## src/rtl/cdb_arbiter.sv

```systemverilog
// Common data bus arbiter: one-entry holding buffer per producer, one grant per cycle.
// Define CDB_FIXED_PRIO_EN for fixed lowest-index priority instead of round-robin.
module cdb_arbiter #(
  parameter int unsigned NUM_SRC = 2,
  parameter int unsigned DATA_W  = 32,
  parameter int unsigned ROB_W   = 4
) (
  input  logic                      clk_in,
  input  logic                      rst_in,
  input  logic                      rdy_in,
  input  logic                      clr_in,
  input  logic [NUM_SRC-1:0]        src_valid,
  output logic [NUM_SRC-1:0]        src_ready,
  input  logic [NUM_SRC*DATA_W-1:0] src_result,
  input  logic [NUM_SRC*ROB_W-1:0]  src_rob_index,
  output logic                      cdb_valid,
  output logic [DATA_W-1:0]         cdb_result,
  output logic [ROB_W-1:0]          cdb_rob_index
);

  localparam int unsigned PTR_W = (NUM_SRC > 1) ? $clog2(NUM_SRC) : 1;

  logic [NUM_SRC-1:0] buf_valid;
  logic [DATA_W-1:0]  buf_result [NUM_SRC];
  logic [ROB_W-1:0]   buf_rob    [NUM_SRC];
  logic [PTR_W-1:0]   rr_ptr;
  logic [NUM_SRC-1:0] grant;
  logic [PTR_W-1:0]   grant_idx;
  logic               grant_any;
  logic [PTR_W-1:0]   cand;
  logic [NUM_SRC-1:0] take;

  // First occupied buffer at or after rr_ptr, wrapping.
  always_comb begin
    grant     = '0;
    grant_idx = '0;
    grant_any = 1'b0;
    cand      = '0;
    for (int unsigned off = 0; off < NUM_SRC; off++) begin
      cand = PTR_W'((32'(rr_ptr) + off) % NUM_SRC);
      if (!grant_any && buf_valid[cand]) begin
        grant_any = 1'b1;
        grant_idx = cand;
      end
    end
    if (grant_any) grant[grant_idx] = 1'b1;
  end

  // A granted buffer frees up this cycle, so it may be refilled at the same edge.
  assign src_ready = {NUM_SRC{rdy_in & ~clr_in}} & (~buf_valid | grant);
  assign take      = src_valid & src_ready;

  always_ff @(posedge clk_in or posedge rst_in) begin
    if (rst_in) begin
      buf_valid     <= '0;
      cdb_valid     <= 1'b0;
      cdb_result    <= '0;
      cdb_rob_index <= '0;
    end else if (clr_in) begin
      buf_valid <= '0;
      cdb_valid <= 1'b0;
    end else if (rdy_in) begin
      cdb_valid <= grant_any;
      if (grant_any) begin
        cdb_result    <= buf_result[grant_idx];
        cdb_rob_index <= buf_rob[grant_idx];
      end
      buf_valid <= (buf_valid & ~grant) | take;
    end
  end

  // Payload registers need no reset; buf_valid qualifies them.
  always_ff @(posedge clk_in) begin
    for (int unsigned i = 0; i < NUM_SRC; i++) begin
      if (take[i]) begin
        buf_result[i] <= src_result[i*DATA_W +: DATA_W];
        buf_rob[i]    <= src_rob_index[i*ROB_W +: ROB_W];
      end
    end
  end

`ifdef CDB_FIXED_PRIO_EN
  assign rr_ptr = '0;
`else
  always_ff @(posedge clk_in or posedge rst_in) begin
    if (rst_in) begin
      rr_ptr <= '0;
    end else if (clr_in) begin
      rr_ptr <= '0;
    end else if (rdy_in && grant_any) begin
      rr_ptr <= PTR_W'((32'(grant_idx) + 32'd1) % NUM_SRC);
    end
  end
`endif

endmodule
```

## config.mk

```make
export PLATFORM = sky130hd
export DESIGN_NAME = cdb_arbiter
export DESIGN_NICKNAME = d
export VERILOG_FILES = /design/src/rtl/cdb_arbiter.sv
export SDC_FILE = /design/constraint.sdc
export NUM_CORES = 1
export LEC_CHECK = 0
export CAP_MARGIN = 5
export CORE_ASPECT_RATIO = 1.5
export CORE_MARGIN = 2
export CORE_UTILIZATION = 40
export CTS_BUF_LIST = sky130_fd_sc_hd__clkbuf_16
export DETAILED_ROUTE_END_ITERATION = 6
export GPL_TIMING_DRIVEN = 0
export PLACE_DENSITY = 0.82
export SKIP_LAST_GASP = 1
export SYNTH_ARGS = -nofsm -noshare
export SYNTH_HDL_FRONTEND = slang
export SYNTH_SLANG_ARGS = --single-unit
```

## constraint.sdc

```tcl
create_clock -name clk_in -period 2.1 [get_ports clk_in]
set_input_delay 0.63 -clock clk_in [delete_from_list [all_inputs] [get_ports clk_in]]
set_output_delay 0.63 -clock clk_in [all_outputs]
set_load 0.05 [all_outputs]
```

==> results.toml, run 1 <==
[placed_design]
hpwlAfterDp_um = 7270
port_buffers = 115
place_ws_ns = -0.947
gp_congestion = 0.756

[worst_setup_path]
r2r-end = "cdb_rob_index[2]$_DFFE_PP0P_"
critical_path_arrival_ns = 1.38
rr_startpoint = "buf_valid[1]$_DFFE_PP0P_"
crit_required_ns = 1.47
crit_path_max_fanout = 11
r2r.worst_path.cells = 6
endpoint_kind = "output port"
cp_slowest_stage_delay_ns = 0.47
crit_type = "register to output port"
slowest_stage = "dfrtp_1"
worst_setup_path_start_kind = "register"
crit_chain = "nor2b_4 > a21oi_4 > buf_6"
r2r_slack_ns = 0.36

[floorplanning]
die_height_um = 130
rows = 45
coreArea_um2 = 10200
initial_utilization = 0.414
dieArea_um2 = 11400
die_w_um = 87.8
io_pins = 117

[yosys]
async_flop_share = 0.357
ys_types = 23
syn_avg_cell_area_um2 = 13.7
netlist_instances = 308
synth_top_area_cell = "edfxtp_1"
ys_warn_count = 0
synth_commonest_cells = "edfxtp_1, dfrtp_1, a21oi_1"
ys_seq_area_frac = 0.750
netlist_area_um2 = 4220
synthTopCellsByArea = "edfxtp_1, dfrtp_1, a31oi_1"
synthFlopType = "edfxtp_1"
synth_top_area_share = 0.513
syn-num-nets = 386
synth.most_common_cell = "edfxtp_1"
synth_edf_count = 72
synth_seq_cells = 112

[routing]
first_pass_iters = 4
dr_total_vias = 3047
wire_per_inst_um = 17.7
final_antenna_net_count = 0
wl_um = 10200
vias_per_cell = 5.27
drt_iter0_drc = 167
drc = 0

[global_route]
grt_max_degree = 41
overflow = 0
grt_use_total = 0.187
antenna_found_initial = 0
grt_pass1_wl_um = 15700
grt_pass1_vias = 3053

[clocking]
clockRootBuffer = "clkbuf_16"
clk_pin_slew_worst_paths_ns = 0.07
clk_path_buf_depth = 2
cts.sinks = 112
htreeDepth = 3
cts_tree = "done"
cts_setup_buffers = 0
numCtsBuffers = 9
clk_latency_ns = 0.34

[sta]
tightest_slew_ns = 0.850
rsz0062_at_grt = "no"
hold_viol_final = 0
slew_viol_final = 0
finalWorstSetupSlack_ns = 0.0904
slew_headroom = 0.432
period_needed_ns = 2.01
clock.fmax_ghz = 0.498
fin_crit_sh = 0.957
whs_ns = 0.492
setup_viol = 0
finalClockSkew_ns = 0.0135

[pwr]
max-vdd-ir-drop_mv = 0.619
power_w = 0.00582
p_leak_nw = 2.06
powerDensity_nw_per_um2 = 1000

[final_layout]
n_antenna_cell = 0
drive_above_1_share = 0.0847
area_growth_pct = 37.8
fin_nets = 510

[min_path]
hp-class = "register to register"
min_from = "cdb_valid$_DFFE_PP0P_"
hold_depth = 1
hold_end = "cdb_valid$_DFFE_PP0P_"

[status]
outcome = "complete, no violations"

[run]
maxCapViolCount = 0
[flip-flops by register name, indices dropped and copies added, names as in the netlist]
signal	flops
cdb_valid	1
cdb_result	32
cdb_rob_index	4
rr_ptr	1
buf_result	64
buf_rob	8
buf_valid	2
[cells by family after synthesis]
kind of cell | count (synthesis) | share of synthesized area
buffers and inverters | 31 | 0.0380
AO/OA/AOI/OAI | 116 | 0.152
flip-flops | 112 | 0.750
AND/OR/NAND/NOR | 49 | 0.0596
[area by class of cell]
type	instances	area (µm²)
flip-flops and latches	112	3160
clock buffers	9	225
clock inverters	7	50.0
fillers	859	4380
multi-input cells	165	940
inverters	2	7.51
repair buffers	115	1100
plain buffers	27	144
well taps	141	176
[through the flow]
step,instance area (µm²),cells,TNS [ns],util
after floorplan,4250,308,-0.201,-
after global placement,5580,564,-40.28,0.547
after detailed placement,5580,564,-33.36,0.547
after CTS,5810,578,0,0.570
after global routing,5810,578,0,0.570
final,5810,578,0,0.570
[critical path, delay by kind of cell (launching register included)]
family / cells / cell delay [ns]
buf+inv: 1 / 0.17
simple gates: 1 / 0.31
flops: 1 / 0.47
compound gates: 1 / 0.10
[worst max-delay path by stage]
stage | startpoint | end | slack, ns | cells after the start
after floorplan | rdy_in | buf_result[0][0]$_DFFE_PP_ | -0.006 | 4
after global placement | clr_in | src_ready[0] | -0.93 | 4
after global routing | rr_ptr$_DFFE_PP0P_ | src_ready[1] | 0.02 | 3
after CTS | clr_in | src_ready[0] | 0.001 | 4
after detailed placement | clr_in | src_ready[0] | -0.95 | 4
final | rr_ptr$_DFFE_PP0P_ | src_ready[1] | 0.09 | 3
[placed cells by master (no fill, tap or decap), drive strengths merged]
master and count:
a21bo 1, a21o 2, a21oi 38, a22oi 2
a31oi 37, and2 3, buf 13, clkbuf 26
clkdlybuf4s50 75, clkinv 2, clkinvlp 3, dfrtp 40
dlygate4sd2 37, edfxtp 72, inv 4, nand2 2
nand2b 2, nand3 36, nor2 3, nor2b 2
o21ai 36, or2 1
[repair_timing]
item | 4_1_cts | 5_1_grt
endpoints found under the setup margin | 75 | 2
endpoints found under the hold margin | 0 | 0
resized for setup | 57 | 2
hold buffers | 0 | 0
[power by group]
group	total (W)	switching, W	internal, W
logic	0.00152	0.00106	0.000452
clock network	0.00157	0.000763	0.000807
registers	0.00274	0.000133	0.00260
[routing by layer]
metal  global-route usage  wire length (µm)
met5                    0                 0
met4               0.0751               279
met2                0.343              5810
met3               0.0367               385
met1                0.208              3730
No activity file was read; power rests on OpenSTA's default activity.
==> run 2: changes to the inputs <==
Settings changed: CTS_CLUSTER_SIZE set to 28, GPL_TIMING_DRIVEN 0 to not set, PLACE_DENSITY 0.82 to 0.8.
Clock period 2.1 ns to 1.9 ns, I/O delays scaled along.
==> results.toml, run 2 (synthesized netlist as in run 1, its figures left out) <==
[pwr]
power_switching_w = 0.00215
max-vdd-ir-drop_mv = 0.552
pwr-share-seq = 0.439
p_int_w = 0.00477
power_w = 0.00691
power_frac_comb = 0.259
pwr-share-clk = 0.302
p_leak_nw = 2.20
powerDensity_nw_per_um2 = 1150
sw_frac_of_total = 0.311

[placed_design]
post_dp_cell_area_um2 = 5640
gp_congestion = 0.798
dpl.cell_count = 558
place_ws_ns = -0.203
port_buffers = 116
hpwlAfterDp_um = 7480

[final_layout]
layout_commonest_cell = "clkdlybuf4s50_1"
drive_above_1_share = 0.206
n_antenna_cell = 0
largest_reg_flops = 64
final_cell_mix = "clkdlybuf4s50_1, edfxtp_1, buf_4, dfrtp_1, a21oi_1"
largest_register = "buf_result"
fin_nets = 509
final_cells = 577
fin_area_um2 = 6010
reg_top3 = "buf_result: 64 flops, cdb_result: 32 flops, buf_rob: 8 flops"
area_growth_pct = 42.4

[routing]
dr_total_vias = 3025
drt_iter0_drc = 254
wl_um = 10300
final_antenna_net_count = 0
first_pass_iters = 4
wire_per_inst_um = 17.9
vias_per_cell = 5.24
drc = 0

[clocking]
ctsHoldBuffers = 0
numCtsBuffers = 9
clk_latency_ns = 0.34
clk_path_buf_depth = 2
clk_pin_slew_worst_paths_ns = 0.07
clockRootBuffer = "clkbuf_16"
cts_tree = "done"
cts.sinks = 112
htreeDepth = 3

[worst_setup_path]
endpoint_kind = "output port"
critical_path_arrival_ns = 1.27
crit_required_ns = 1.33
crit_chain = "dlygate4sd2_1 > nand2b_4 > a31oi_4 > buf_12"
path_depth = 4
crit_type = "primary input to output port"
r2r.worst_path.cells = 4
cp_top_family = "buffers and inverters"
cp_slowest_stage_delay_ns = 0.27
cp.buffers_inverters = 2
slowest_stage = "dlygate4sd2_1"
worst_setup_path_start_kind = "primary input"
crit_path_max_fanout = 2

[sta]
finalWorstSetupSlack_ns = 0.0612
slew_viol_final = 0
finalClockSkew_ns = 0.00726
whs_ns = 0.525
slew_headroom = 0.682
period_needed_ns = 1.84
clock.fmax_ghz = 0.544
fin_crit_sh = 0.968
rsz0062_at_grt = "yes"
tightest_slew_ns = 0.477
hold_viol_final = 0
setup_viol = 0

[floorplanning]
coreArea_um2 = 10200
die_height_um = 130
rows = 45
io_pins = 117
initial_utilization = 0.414
dieArea_um2 = 11400
die_w_um = 87.8

[min_path]
hp-class = "register to register"
hold_depth = 1

[global_route]
grt_pass1_wl_um = 16200
overflow = 0
antenna_found_initial = 0
grt_max_degree = 41
grt_use_total = 0.191
grt_pass1_vias = 3245

[run]
maxCapViolCount = 0

[status]
outcome = "complete, no violations"
==> run 2: what timing repair did <==
action                                 4_1_cts  5_1_grt
setup endpoints to repair                    2        2
cloned                                       0        0
buffers inserted                             2        1
endpoints found under the hold margin        0        0
resized for setup                            2        2
==> run 2: worst paths after layout <==
kind	start	to	slack [ns]
setup / recovery	rdy_in	src_ready[0]	0.06
hold / removal	cdb_valid$_DFFE_PP0P_	cdb_valid$_DFFE_PP0P_	0.53
setup reg to reg	buf_valid[1]$_DFFE_PP0P_	cdb_result[19]$_DFFE_PP0P_	0.28
hold reg to reg	cdb_valid$_DFFE_PP0P_	cdb_valid$_DFFE_PP0P_	0.53
max in group asynchronous	rst_in	cdb_result[26]$_DFFE_PP0P_	1.12
min in group asynchronous	rst_in	cdb_result[27]$_DFFE_PP0P_	0.56
==> run 2: power by group through the flow <==
stage,combinational (W),sequential [W],clock (W)
global placement,0.00176,0.00307,0
CTS,0.00181,0.00304,0.00211
floorplan,0.000368,0.00379,0
global route,0.00189,0.00306,0.00222
finish,0.00179,0.00303,0.00209
detailed placement,0.00180,0.00308,0
==> run 2: final cells by class <==
| type | instances | area (µm²) |
|---|---|---|
| Fill cell | 801 | 4190 |
| Sequential cell | 112 | 3160 |
| Timing Repair Buffer | 141 | 1380 |
| Multi-Input combinational cell | 165 | 947 |
| Clock buffer | 9 | 225 |
| Tap cell | 141 | 176 |
| Clock inverter | 7 | 111 |
| Inverter | 2 | 7.51 |
==> run 2: per-stage QoR <==
step | setup TNS, ns | utilization
after floorplan | -0.571 | -
after global placement | -13.44 | 0.554
after detailed placement | -16.13 | 0.554
after CTS | 0 | 0.588
after global routing | 0 | 0.589
final | 0 | 0.589
==> run 2: layer usage <==
layer | track usage | vias up | wire (µm)
li1 | - | 1415 | -
met1 | 0.200 | 1471 | 3570
met2 | 0.346 | 107 | 5670
met3 | 0.0342 | 32 | 456
met4 | 0.121 | 0 | 628
met5 | 0 | - | 0
==> run 3: changes to the inputs <==
Settings changed: PLACE_DENSITY 0.8 to 0.66, SETUP_SLACK_MARGIN set to 0.3.
==> results.toml, run 3 (synthesized netlist as in run 1, its figures left out) <==
[global_route]
grt_pass1_wl_um = 16000
use_met2 = 0.325
grt_pass1_vias = 3179
grt_util_met1 = 0.224
use_met3 = 0.0455
overflow = 0
grt_max_degree = 41
grt_use_total = 0.191
antenna_found_initial = 0
grt-busiest-layer = "met2"

[floorplanning]
coreArea_um2 = 10200
io_pins = 117
rows = 45
die_height_um = 130
initial_utilization = 0.414
die_w_um = 87.8
dieArea_um2 = 11400

[min_path]
hp-class = "register to register"

[worst_setup_path]
crit_type = "register to output port"
critical_path_arrival_ns = 1.24
worst_setup_path_start_kind = "register"
endpoint_kind = "output port"
crit_path_max_fanout = 3
crit_required_ns = 1.33

[routing]
wl_um = 10100
drc = 0
drt_iter0_drc = 207
dr_total_vias = 3011
wire_per_inst_um = 17.7
vias_per_cell = 5.25
first_pass_iters = 4
final_antenna_net_count = 0

[final_layout]
largest_register = "buf_result"
layout_commonest_cell = "clkdlybuf4s50_1"
final_util = 0.587
largest_reg_flops = 64
final_cell_mix = "clkdlybuf4s50_1, edfxtp_1, buf_4, a21oi_1, dfrtp_1"
drive_above_1_share = 0.212
fin_nets = 506
area_growth_pct = 41.9
reg_top3 = "buf_result: 64 flops, cdb_result: 32 flops, buf_rob: 8 flops"
n_antenna_cell = 0
final_cells = 574

[placed_design]
dpl.cell_count = 556
hpwlAfterDp_um = 7050
gp_congestion = 0.800
port_buffers = 116

[pwr]
power_w = 0.00678
max-vdd-ir-drop_mv = 0.650
p_leak_nw = 2.17
powerDensity_nw_per_um2 = 1130

[status]
outcome = "complete, no violations"

[sta]
clock.fmax_ghz = 0.552
tightest_slew_ns = 0.352
finalClockSkew_ns = 0.00695
rsz0062_at_grt = "yes"
hold_viol_final = 0
setup_viol = 0
slew_headroom = 0.765
slew_viol_final = 0
period_needed_ns = 1.81
fin_crit_sh = 0.953
whs_ns = 0.496

[clocking]
ctsHoldBuffers = 0
clk_latency_ns = 0.35
cts.sinks = 112
numCtsBuffers = 9
clk_pin_slew_worst_paths_ns = 0.07
clk_path_buf_depth = 2
htreeDepth = 3
cts_tree = "done"
clockRootBuffer = "clkbuf_16"

[run]
maxCapViolCount = 0
## run 3: timing repair
item / CTS / global route
endpoints found under the setup margin: 110 / 3
resized for setup: 7 / 4
setup buffers: 1 / 1
## run 3: worst max-delay path: stages, from the launching register on
cell and delay, ns:
dfrtp_2 0.43, nor2b_4 0.15, a21oi_4 0.16, buf_12 0.15
## run 3: area by class of cell
cell class,instances,area [µm²]
clock inverters,7,86.3
repair buffers,138,1370
multi-input cells,165,950
fillers,835,4210
inverters,2,10.0
flip-flops and latches,112,3170
clock buffers,9,225
well taps,141,176
## run 3: worst paths after layout
kind                       cells past startpoint  slack [ns]                     start                         end
max                                            3        0.09  buf_valid[0]$_DFFE_PP0P_                src_ready[1]
min                                            1        0.50     cdb_valid$_DFFE_PP0P_       cdb_valid$_DFFE_PP0P_
max reg2reg                                    5        0.46  buf_valid[0]$_DFFE_PP0P_       cdb_valid$_DFFE_PP0P_
max in group asynchronous                      3        1.10                    rst_in    buf_valid[0]$_DFFE_PP0P_
min in group asynchronous                      3        0.56                    rst_in  cdb_result[12]$_DFFE_PP0P_
min reg2reg                                    1        0.50     cdb_valid$_DFFE_PP0P_       cdb_valid$_DFFE_PP0P_
## run 3: through the flow
stage | setup TNS (ns) | setup slack, ns | area (µm²)
floorplan | -0.571 | -0.0158 | 4270
global placement | -14.46 | -0.195 | 5660
detailed placement | -16.91 | -0.220 | 5660
CTS | 0 | 0.0715 | 5980
global route | 0 | 0.0427 | 5980
finish | 0 | 0.0885 | 5980
## run 3: power breakdown
part           switching [W]  internal (W)
sequential          0.000161       0.00288
combinational        0.00117      0.000611
clock               0.000816       0.00114
## run 3: layer usage
metal,part of all wire,vias up
met4,0.042,0
met2,0.53,109
met3,0.049,26
met5,0,-
li1,-,1407
met1,0.38,1469
